`src/rtl/id_ex_stage.sv`:
```
`timescale 1ns/1ps
// -----------------------------------------------------------------------------
// id_ex_stage
//
// ID/EX pipeline register for a five-stage RISC-V style integer pipeline,
// together with the operand bypass network and hazard detection for the
// instruction sitting in EX.
//
// Build option:
//   ID_EX_FORWARDING_EN  defined   -> operands bypassed from MEM (preferred)
//                                     and WB; stall only on a load-use hazard.
//                        undefined -> no bypassing (ForwardA/ForwardB = 00);
//                                     stall on any RAW dependency of the
//                                     decode sources against EX or MEM.
//
// Ports
//   clk, reset           clock; asynchronous active-high reset
//   stall_in, flush_in   hold the register / load a bubble (flush wins)
//   *_D                  decoded instruction fields captured into EX
//   ALUResult_M, rd_M, RegWrite_M   MEM-stage bypass source
//   Result_W, rd_W, RegWrite_W      WB-stage bypass source
//   a_in, b_in, ALUControl          ALU operands and operation for EX
//   valid_E, pc_E, WriteData_E, rd_E, RegWrite_E, ResultSrc_E, MemWrite_E
//                        registered EX fields handed down the pipe
//   ForwardA, ForwardB   operand source select (00 reg, 01 WB, 10 MEM)
//   stall_req            hazard request back to fetch/decode
// -----------------------------------------------------------------------------
module id_ex_stage #(
    parameter int WIDTH = 32
) (
    input  logic             clk,
    input  logic             reset,
    input  logic             stall_in,
    input  logic             flush_in,

    input  logic             valid_D,
    input  logic [WIDTH-1:0] pc_D,
    input  logic [WIDTH-1:0] rd1_D,
    input  logic [WIDTH-1:0] rd2_D,
    input  logic [WIDTH-1:0] imm_D,
    input  logic [4:0]       rs1_D,
    input  logic [4:0]       rs2_D,
    input  logic [4:0]       rd_D,
    input  logic [2:0]       ALUControl_D,
    input  logic             ALUSrc_D,
    input  logic             RegWrite_D,
    input  logic [1:0]       ResultSrc_D,
    input  logic             MemWrite_D,

    input  logic [WIDTH-1:0] ALUResult_M,
    input  logic [4:0]       rd_M,
    input  logic             RegWrite_M,
    input  logic [WIDTH-1:0] Result_W,
    input  logic [4:0]       rd_W,
    input  logic             RegWrite_W,

    output logic [WIDTH-1:0] a_in,
    output logic [WIDTH-1:0] b_in,
    output logic [2:0]       ALUControl,

    output logic             valid_E,
    output logic [WIDTH-1:0] pc_E,
    output logic [WIDTH-1:0] WriteData_E,
    output logic [4:0]       rd_E,
    output logic             RegWrite_E,
    output logic [1:0]       ResultSrc_E,
    output logic             MemWrite_E,
    output logic [1:0]       ForwardA,
    output logic [1:0]       ForwardB,
    output logic             stall_req
);

    localparam logic [1:0] FWD_REG  = 2'b00;
    localparam logic [1:0] FWD_WB   = 2'b01;
    localparam logic [1:0] FWD_MEM  = 2'b10;
    localparam logic [1:0] RES_LOAD = 2'b01;

    // -------------------------------------------------------------------------
    // Pipeline register state
    // -------------------------------------------------------------------------
    logic             valid_reg,      valid_next;
    logic [WIDTH-1:0] pc_reg,         pc_next;
    logic [WIDTH-1:0] rd1_reg,        rd1_next;
    logic [WIDTH-1:0] rd2_reg,        rd2_next;
    logic [WIDTH-1:0] imm_reg,        imm_next;
    logic [4:0]       rs1_reg,        rs1_next;
    logic [4:0]       rs2_reg,        rs2_next;
    logic [4:0]       rd_reg,         rd_next;
    logic [2:0]       alu_ctrl_reg,   alu_ctrl_next;
    logic             alu_src_reg,    alu_src_next;
    logic             reg_write_reg,  reg_write_next;
    logic [1:0]       result_src_reg, result_src_next;
    logic             mem_write_reg,  mem_write_next;

    always_comb begin
        // hold by default (covers stall_in without flush_in)
        valid_next      = valid_reg;
        pc_next         = pc_reg;
        rd1_next        = rd1_reg;
        rd2_next        = rd2_reg;
        imm_next        = imm_reg;
        rs1_next        = rs1_reg;
        rs2_next        = rs2_reg;
        rd_next         = rd_reg;
        alu_ctrl_next   = alu_ctrl_reg;
        alu_src_next    = alu_src_reg;
        reg_write_next  = reg_write_reg;
        result_src_next = result_src_reg;
        mem_write_next  = mem_write_reg;

        if (flush_in) begin
            // Bubble: the whole entry is cleared so that nothing stale can
            // leak into the bypass compare or the side-effect enables.
            valid_next      = 1'b0;
            pc_next         = '0;
            rd1_next        = '0;
            rd2_next        = '0;
            imm_next        = '0;
            rs1_next        = 5'd0;
            rs2_next        = 5'd0;
            rd_next         = 5'd0;
            alu_ctrl_next   = 3'b000;
            alu_src_next    = 1'b0;
            reg_write_next  = 1'b0;
            result_src_next = 2'b00;
            mem_write_next  = 1'b0;
        end else if (!stall_in) begin
            valid_next      = valid_D;
            pc_next         = pc_D;
            rd1_next        = rd1_D;
            rd2_next        = rd2_D;
            imm_next        = imm_D;
            rs1_next        = rs1_D;
            rs2_next        = rs2_D;
            rd_next         = rd_D;
            alu_ctrl_next   = ALUControl_D;
            alu_src_next    = ALUSrc_D;
            // an invalid decode slot must never write state downstream
            reg_write_next  = RegWrite_D & valid_D;
            result_src_next = ResultSrc_D;
            mem_write_next  = MemWrite_D & valid_D;
        end
    end

    always_ff @(posedge clk or posedge reset) begin
        if (reset) begin
            valid_reg      <= 1'b0;
            pc_reg         <= '0;
            rd1_reg        <= '0;
            rd2_reg        <= '0;
            imm_reg        <= '0;
            rs1_reg        <= 5'd0;
            rs2_reg        <= 5'd0;
            rd_reg         <= 5'd0;
            alu_ctrl_reg   <= 3'b000;
            alu_src_reg    <= 1'b0;
            reg_write_reg  <= 1'b0;
            result_src_reg <= 2'b00;
            mem_write_reg  <= 1'b0;
        end else begin
            valid_reg      <= valid_next;
            pc_reg         <= pc_next;
            rd1_reg        <= rd1_next;
            rd2_reg        <= rd2_next;
            imm_reg        <= imm_next;
            rs1_reg        <= rs1_next;
            rs2_reg        <= rs2_next;
            rd_reg         <= rd_next;
            alu_ctrl_reg   <= alu_ctrl_next;
            alu_src_reg    <= alu_src_next;
            reg_write_reg  <= reg_write_next;
            result_src_reg <= result_src_next;
            mem_write_reg  <= mem_write_next;
        end
    end

    // -------------------------------------------------------------------------
    // Operand bypass: index 0 is the rs1/a_in path, index 1 the rs2/WriteData
    // path. MEM holds the younger result, so it is checked before WB.
    // -------------------------------------------------------------------------
    logic [4:0]       rs_e    [2];
    logic [WIDTH-1:0] reg_val [2];
    logic [1:0]       fwd     [2];
    logic [WIDTH-1:0] opnd    [2];

    assign rs_e[0]    = rs1_reg;
    assign rs_e[1]    = rs2_reg;
    assign reg_val[0] = rd1_reg;
    assign reg_val[1] = rd2_reg;

    genvar gi;
    generate
        for (gi = 0; gi < 2; gi++) begin : g_bypass
`ifdef ID_EX_FORWARDING_EN
            logic hit_m;
            logic hit_w;

            // x0 is hard-wired zero, so a "write" to it is never a producer
            assign hit_m = RegWrite_M && (rd_M != 5'd0) && (rd_M == rs_e[gi]);
            assign hit_w = RegWrite_W && (rd_W != 5'd0) && (rd_W == rs_e[gi]);

            assign fwd[gi] = !valid_reg ? FWD_REG :
                             hit_m      ? FWD_MEM :
                             hit_w      ? FWD_WB  : FWD_REG;
`else
            assign fwd[gi] = FWD_REG;
`endif
            assign opnd[gi] = (fwd[gi] == FWD_MEM) ? ALUResult_M :
                              (fwd[gi] == FWD_WB)  ? Result_W    : reg_val[gi];
        end
    endgenerate

    // -------------------------------------------------------------------------
    // Hazard detection against the instruction currently in decode
    // -------------------------------------------------------------------------
`ifdef ID_EX_FORWARDING_EN
    // Only a load in EX cannot be bypassed in time: its data appears in MEM.
    assign stall_req = valid_reg && (result_src_reg == RES_LOAD) &&
                       (rd_reg != 5'd0) &&
                       ((rd_reg == rs1_D) || (rd_reg == rs2_D)) && valid_D;
`else
    // Without bypassing, decode must wait until every pending producer in
    // EX or MEM has retired through WB.
    logic [4:0] rs_d [2];
    logic [1:0] raw;

    assign rs_d[0] = rs1_D;
    assign rs_d[1] = rs2_D;

    generate
        for (gi = 0; gi < 2; gi++) begin : g_raw
            assign raw[gi] = (rs_d[gi] != 5'd0) &&
                             ((reg_write_reg && valid_reg && (rd_reg == rs_d[gi])) ||
                              (RegWrite_M && (rd_M == rs_d[gi])));
        end
    endgenerate

    assign stall_req = |raw;

    // WB bypass source is irrelevant when forwarding is compiled out
    logic unused_wb_bypass;
    assign unused_wb_bypass = &{1'b0, rd_W, RegWrite_W, RES_LOAD};
`endif

    // -------------------------------------------------------------------------
    // Outputs
    // -------------------------------------------------------------------------
    assign a_in        = opnd[0];
    assign WriteData_E = opnd[1];
    assign b_in        = alu_src_reg ? imm_reg : opnd[1];
    assign ALUControl  = alu_ctrl_reg;
    assign ForwardA    = fwd[0];
    assign ForwardB    = fwd[1];

    assign valid_E     = valid_reg;
    assign pc_E        = pc_reg;
    assign rd_E        = rd_reg;
    assign RegWrite_E  = reg_write_reg;
    assign ResultSrc_E = result_src_reg;
    assign MemWrite_E  = mem_write_reg;

endmodule

```
`config.mk`:
```
export PLATFORM = sky130hd
export DESIGN_NAME = id_ex_stage
export DESIGN_NICKNAME = d
export VERILOG_FILES = /design/src/rtl/id_ex_stage.sv
export SDC_FILE = /design/constraint.sdc
export NUM_CORES = 1
export LEC_CHECK = 0
export BUFFER_PORTS_ARGS = -buffer_cell sky130_fd_sc_hd__buf_2
export CORE_AREA = 3 3 144 146
export DETAILED_ROUTE_END_ITERATION = 10
export DIE_AREA = 0 0 147 149
export GPL_ROUTABILITY_DRIVEN = 0
export REMOVE_ABC_BUFFERS = 1
export SETUP_SLACK_MARGIN = 0.02
export SLEW_MARGIN = 10
export SYNTH_ARGS = -nofsm -noshare
export SYNTH_HDL_FRONTEND = slang
export SYNTH_SLANG_ARGS = --single-unit
```
`constraint.sdc`:
```
create_clock -name clk -period 5.09 [get_ports clk]
set_input_delay 0.2545 -clock clk [delete_from_list [all_inputs] [get_ports clk]]
set_output_delay 0.2545 -clock clk [all_outputs]
set_load 0.02 [all_outputs]
```
==> flow_metrics.py, run 1 <==
metrics = {
    "sta": {
        "fin_crit_ns": 2.22,
        "slew_viol_final": 0,
        "fin_crit_sh": 0.436,
        "tns_ns": 0,
        "worst_pin_slew_ns": 0.979,
        "rsz0062_at_grt": "no",
        "whs_ns": 0.0386,
        "slew_headroom": 0.347,
        "fin_skew_ns": 0,
        "postLayoutSetupSlackWorst_ns": 2.87,
        "setup_viol_count_final": 0,
        "clock.fmax_mhz": 450,
        "finalHoldViolations": 0,
    },
    "die": {
        "core_area_sq_um": 19500,
        "dieArea_sq_um": 21900,
        "die_h_microns": 149,
        "ios": 378,
        "die_x_microns": 147,
        "num_rows": 51,
        "start_util": 0.328,
    },
    "yosys": {
        "synth_seq_area_share": 0.554,
        "synthCells": 534,
        "synth_cell_types": 21,
        "yosys_warnings": 0,
        "synth_area_sq_um": 6410,
        "avgSynthCellArea_sq_um": 12.0,
        "ys_ff_latch": 142,
    },
    "finish": {
        "n_fill_cell": 1929,
        "nets": 1054,
        "syn_to_final_growth_pct": 35.0,
        "layout_common_cells": "301 x buf_2, 144 x nor2_1, 141 x dfrtp_1",
        "final_common_cell": "buf_2",
        "stdcell_count": 1101,
        "drive_above_1_share": 0.447,
        "final_area_sq_um": 8660,
    },
    "critical_path": {
        "cp_slowest_cell": "dfrtp_2",
        "critical_path_class": "reg2out",
        "cp-start-kind": "register",
        "critical_path_arrival_ns": 1.97,
        "worstPathRequired_ns": 4.84,
        "crit_path_cell_trace": "mux2_2, buf_2",
        "endpoint_kind": "output port",
        "slowest_delay_ns": 0.94,
        "critPathMaxFanout": 33,
    },
    "grt": {
        "grt_first_pass_wirelength_microns": 26600,
        "grtUsageMet2": 0.244,
        "track_usage": 0.151,
        "grt_pass1_vias": 5028,
        "overflow": 0,
        "grt_max_degree": 104,
        "antenna_found_initial": 1,
        "met1_usage": 0.193,
        "grt_use_met3": 0.0520,
        "grt_busiest_layer": "met2",
    },
    "run": {
        "maxCapViolCount": 0,
    },
    "place": {
        "dp.cells": 1068,
        "port_buffers": 303,
        "place_area_sq_um": 8050,
        "dp_hpwl_microns": 11500,
        "dp_slack_ns": 3.13,
    },
    "power_and_ir_drop": {
        "ir_drop_uv": 208,
        "switchingPower_uw": 813,
        "power_frac_clock": 0.431,
        "comb_power_share": 0.149,
        "internal_power_mw": 2.13,
        "powerDensity_nw_per_um2": 340,
        "p_sw_frac": 0.276,
        "power_leakage_nw": 4.91,
        "power.share.sequential": 0.419,
    },
    "route": {
        "viasPerCell": 4.42,
        "firstDrtPassIters": 4,
        "post_drt_wl_per_cell_microns": 15.1,
        "antenna_left": 0,
        "route.detailed.drc": 0,
        "routed_wl_microns": 16600,
        "initialDrtViolationCount": 182,
        "vias": 4870,
    },
    "clock_tree": {
        "clock-root-buffer": "clkbuf_16",
        "clk_pin_slew_worst_paths_ns": 0.06,
        "postCtsSetupBuffers": 0,
        "cts.sinks": 142,
        "post_cts_resized": 0,
        "ctsHoldBuffers": 0,
        "cts_tree": "done",
        "h-tree-depth": 4,
        "clk_latency_ns": 0.42,
        "clock_path_buffers": 2,
        "cts_buffers": 17,
    },
    "outcome": {
        "outcome": "completed",
    },
    "worst_hold_path": {
        "hold_class": "in2async",
    },
}
kinds of logic after synthesis:
logic type,count (synthesis),share of synthesized area
muxes,171,0.273
and+or+nand+nor,153,0.0945
DFF,142,0.554
buffers and inverters,41,0.0431
xor gates and xnor gates,20,0.0273
AOI/OAI and AO/OA,6,0.00683
other,1,0.000585
layer usage:
metal,vias to the layer above,wire length [microns]
li1,2371,-
met1,2305,7200
met2,180,8010
met3,14,1210
met4,0,217
met5,-,0
synthesized netlist by cell type:
master,count,area [sq um]
a21oi_1,1,5.00
nor2_1,144,541
conb_1,1,3.75
nor4_2,1,12.5
dfrtp_1,142,3550
a22oi_1,2,15.0
nor4_1,3,18.8
buf_4,10,75.1
buf_6,9,101
clkbuf_1,7,26.3
and3_1,2,12.5
nor2b_1,1,6.26
or4_1,2,15.0
o22ai_1,1,6.26
buf_2,14,70.1
inv_1,1,3.75
a32oi_1,2,17.5
xnor2_1,4,35.0
mux2_2,32,360
mux2i_1,139,1390
xor2_1,16,140
through the flow:
step | utilization | power, mW
floorplan | - | 1.48
global placement | 0.412 | 1.70
detailed placement | 0.412 | 1.70
CTS | 0.443 | 3.00
global route | 0.443 | 3.10
finish | 0.443 | 2.95
layout make-up:
type	instances	area, sq um	share of cell area
Clock inverter	13	154	0.0178
Clock buffer	19	453	0.0523
Inverter	1	8.76	0.00101
Sequential cell	142	3550	0.411
Antenna cell	1	2.50	0.000289
Timing Repair Buffer	306	1560	0.180
Multi-Input combinational cell	354	2590	0.299
Tap cell	265	332	0.0383
power by group through the flow:
stage | clock (mW) | sequential (mW) | combinational [mW]
after global placement | 0 | 1.25 | 0.444
after floorplan | 0 | 1.31 | 0.175
final | 1.27 | 1.24 | 0.440
after detailed placement | 0 | 1.26 | 0.447
after global routing | 1.37 | 1.25 | 0.483
after CTS | 1.31 | 1.24 | 0.448
path summary, 6_finish.rpt:
| path | from | endpoint | slack [ns] | cells past startpoint |
|---|---|---|---|---|
| worst max-delay path | alu_src_reg$_DFFE_PP0P_ | b_in[26] | 2.87 | 2 |
| worst min-delay path | reset | a_in[31]$_DFFE_PP0P_ | 0.04 | 2 |
| worst max register to register | alu_src_reg$_DFFE_PP0P_ | alu_src_reg$_DFFE_PP0P_ | 3.79 | 2 |
| worst min register to register | imm_reg[4]$_DFFE_PP0P_ | imm_reg[4]$_DFFE_PP0P_ | 0.51 | 2 |
| max in group asynchronous | reset | alu_src_reg$_DFFE_PP0P_ | 3.90 | 3 |
| min in group clk | pc_D[2] | pc_E[2]$_DFFE_PP0P_ | 0.07 | 3 |
worst max-delay path: cells and delay by family, from the launching register on:
| kind | cells | cell delay [ns] |
|---|---|---|
| buffers and inverters | 1 | 0.16 |
| flip-flops | 1 | 0.94 |
| multiplexers | 1 | 0.43 |
Note: power is estimated with default switching activity, not from simulation.
==> run 2, diff against run 1 <==
--- a/config.mk
+++ b/config.mk
@@ -6,9 +6,9 @@
 export NUM_CORES = 1
 export LEC_CHECK = 0
 export BUFFER_PORTS_ARGS = -buffer_cell sky130_fd_sc_hd__buf_2
-export CORE_AREA = 3 3 144 146
+export CORE_AREA = 3 3 147 149
 export DETAILED_ROUTE_END_ITERATION = 10
-export DIE_AREA = 0 0 147 149
+export DIE_AREA = 0 0 150 152
 export GPL_ROUTABILITY_DRIVEN = 0
 export REMOVE_ABC_BUFFERS = 1
 export SETUP_SLACK_MARGIN = 0.02
==> constraint.sdc (replaced) <==
create_clock -name clk -period 1.8 [get_ports clk]
set_input_delay 0.09 -clock clk [delete_from_list [all_inputs] [get_ports clk]]
set_output_delay 0.09 -clock clk [all_outputs]
set_load 0.02 [all_outputs]
==> flow_metrics.py, run 2 (synthesis results as in run 1) <==
metrics = {
    "grt": {
        "track_usage": 0.168,
        "grt_max_degree": 143,
        "grt_pass1_vias": 6160,
        "overflow": 0,
        "antenna_found_initial": 0,
        "grt_first_pass_wirelength_microns": 31100,
    },
    "run": {
        "maxCapViolCount": 0,
    },
    "die": {
        "dieArea_sq_um": 22800,
        "core_area_sq_um": 20300,
        "start_util": 0.316,
        "ios": 378,
        "num_rows": 52,
        "die_x_microns": 150,
        "die_h_microns": 152,
    },
    "critical_path": {
        "critPathMaxFanout": 3,
        "endpoint_kind": "output port",
        "cp_top_family": "flip-flops",
        "cp-start-kind": "register",
        "critical_path_arrival_ns": 1.67,
        "critical_path_class": "reg2out",
        "worst-path-stages": 5,
        "crit_buf_inv": 1,
        "rr_startpoint": "rd_E[1]$_DFFE_PP0P_",
        "r2r_slack_ns": 0.81,
        "crit_path_cell_trace": "xor2_1, nor4_2, a32oi_1, o22ai_1, buf_4",
        "worstPathRequired_ns": 1.71,
        "worstRegToRegCells": 4,
        "r2r_end": "rd_E[1]$_DFFE_PP0P_",
        "cp_slowest_cell": "dfrtp_1",
        "slowest_delay_ns": 0.41,
    },
    "place": {
        "dp_hpwl_microns": 12500,
        "dp_slack_ns": 0.354,
        "port_buffers": 303,
    },
    "route": {
        "post_drt_wl_per_cell_microns": 15.3,
        "firstDrtPassIters": 4,
        "antenna_left": 0,
        "initialDrtViolationCount": 201,
        "routed_wl_microns": 19300,
        "vias": 5626,
        "route.detailed.drc": 0,
        "viasPerCell": 4.45,
    },
    "sta": {
        "slew_viol_final": 0,
        "finalHoldViolations": 0,
        "rsz0062_at_grt": "yes",
        "fin_skew_ns": 0,
        "setup_viol_count_final": 0,
        "fin_crit_ns": 1.76,
        "fin_crit_sh": 0.977,
        "postLayoutSetupSlackWorst_ns": 0.0405,
        "whs_ns": 0.143,
        "slew_headroom": 0.519,
        "clock.fmax_mhz": 568,
        "worst_pin_slew_ns": 0.721,
    },
    "finish": {
        "layout_common_cells": "300 x buf_2, 144 x nor2_1, 142 x dlygate4sd3_1",
        "diodes": 0,
        "final_common_cell": "buf_2",
        "nets": 1213,
        "drive_above_1_share": 0.393,
        "syn_to_final_growth_pct": 61.0,
    },
    "clock_tree": {
        "clock-root-buffer": "clkbuf_16",
        "clk_latency_ns": 0.40,
        "cts.sinks": 142,
        "clk_pin_slew_worst_paths_ns": 0.06,
        "clock_path_buffers": 2,
        "cts_buffers": 17,
        "h-tree-depth": 4,
        "cts_tree": "done",
    },
    "outcome": {
        "outcome": "completed",
    },
    "worst_hold_path": {
        "hold_class": "in2reg",
        "hold_path_depth": 4,
        "min_to": "valid_E$_DFFE_PP0P_",
        "hp-start": "valid_D",
    },
    "power_and_ir_drop": {
        "power_mw": 8.82,
        "ir_drop_uv": 581,
        "powerDensity_nw_per_um2": 855,
        "power_leakage_nw": 5.64,
    },
}
## run 2: worst min-delay path, stage by stage
cell and delay (ns):
buf_2 0.09, nor2b_1 0.15, a21oi_1 0.12, nor2_1 0.05
## run 2: final cells by class
cell class	instances	area, sq um
Clock buffer	19	443
Clock inverter	12	185
Fill cell	1809	9980
Inverter	1	8.76
Multi-Input combinational cell	354	2600
Sequential cell	142	3550
Tap cell	270	338
Timing Repair Buffer	465	3190
## run 2: routing by layer
| layer | track usage | up-vias | part of all wire |
|---|---|---|---|
| met1 | 0.200 | 2698 | 0.41 |
| met5 | 0 | - | 0 |
| li1 | - | 2685 | - |
| met2 | 0.291 | 212 | 0.50 |
| met4 | 0.0580 | 0 | 0.023 |
| met3 | 0.0465 | 31 | 0.068 |
## run 2: how the worst max path moves through the flow
| stage | endpoint | from |
|---|---|---|
| 6_report | stall_req | rd_E[0]$_DFFE_PP0P_ |
| 3_5_place_dp | stall_req | rd_E[0]$_DFFE_PP0P_ |
| 2_1_floorplan | ALUControl[0]$_DFFE_PP0P_ | reset |
| 3_3_place_gp | stall_req | rd_E[0]$_DFFE_PP0P_ |
| 5_1_grt | stall_req | rd_E[4]$_DFFE_PP0P_ |
| 4_1_cts | stall_req | rd_E[3]$_DFFE_PP0P_ |
## run 2: where the power goes
part | total, mW | switching [mW] | internal, mW
clock | 3.76 | 1.39 | 2.37
sequential | 3.48 | 0.109 | 3.37
combinational | 1.59 | 0.825 | 0.761
total | 8.82 | 2.32 | 6.50
## run 2: through the flow
step                TNS (ns)  cell area, sq um  utilization  instances
finish                     0             10300        0.508       1263
global route          -0.115             10300        0.508       1263
floorplan            -298.14              6150            -        497
CTS                  -0.0290             10300        0.508       1263
detailed placement         0              8230        0.405       1086
global placement           0              8230        0.405       1086
## run 2: timing repair
item	in CTS	in global routing
setup buffers	4	0
hold endpoints to repair	209	0
pin swaps	2	0
hold buffers	142	0
resized for setup	1	2
endpoints found under the setup margin	1	1
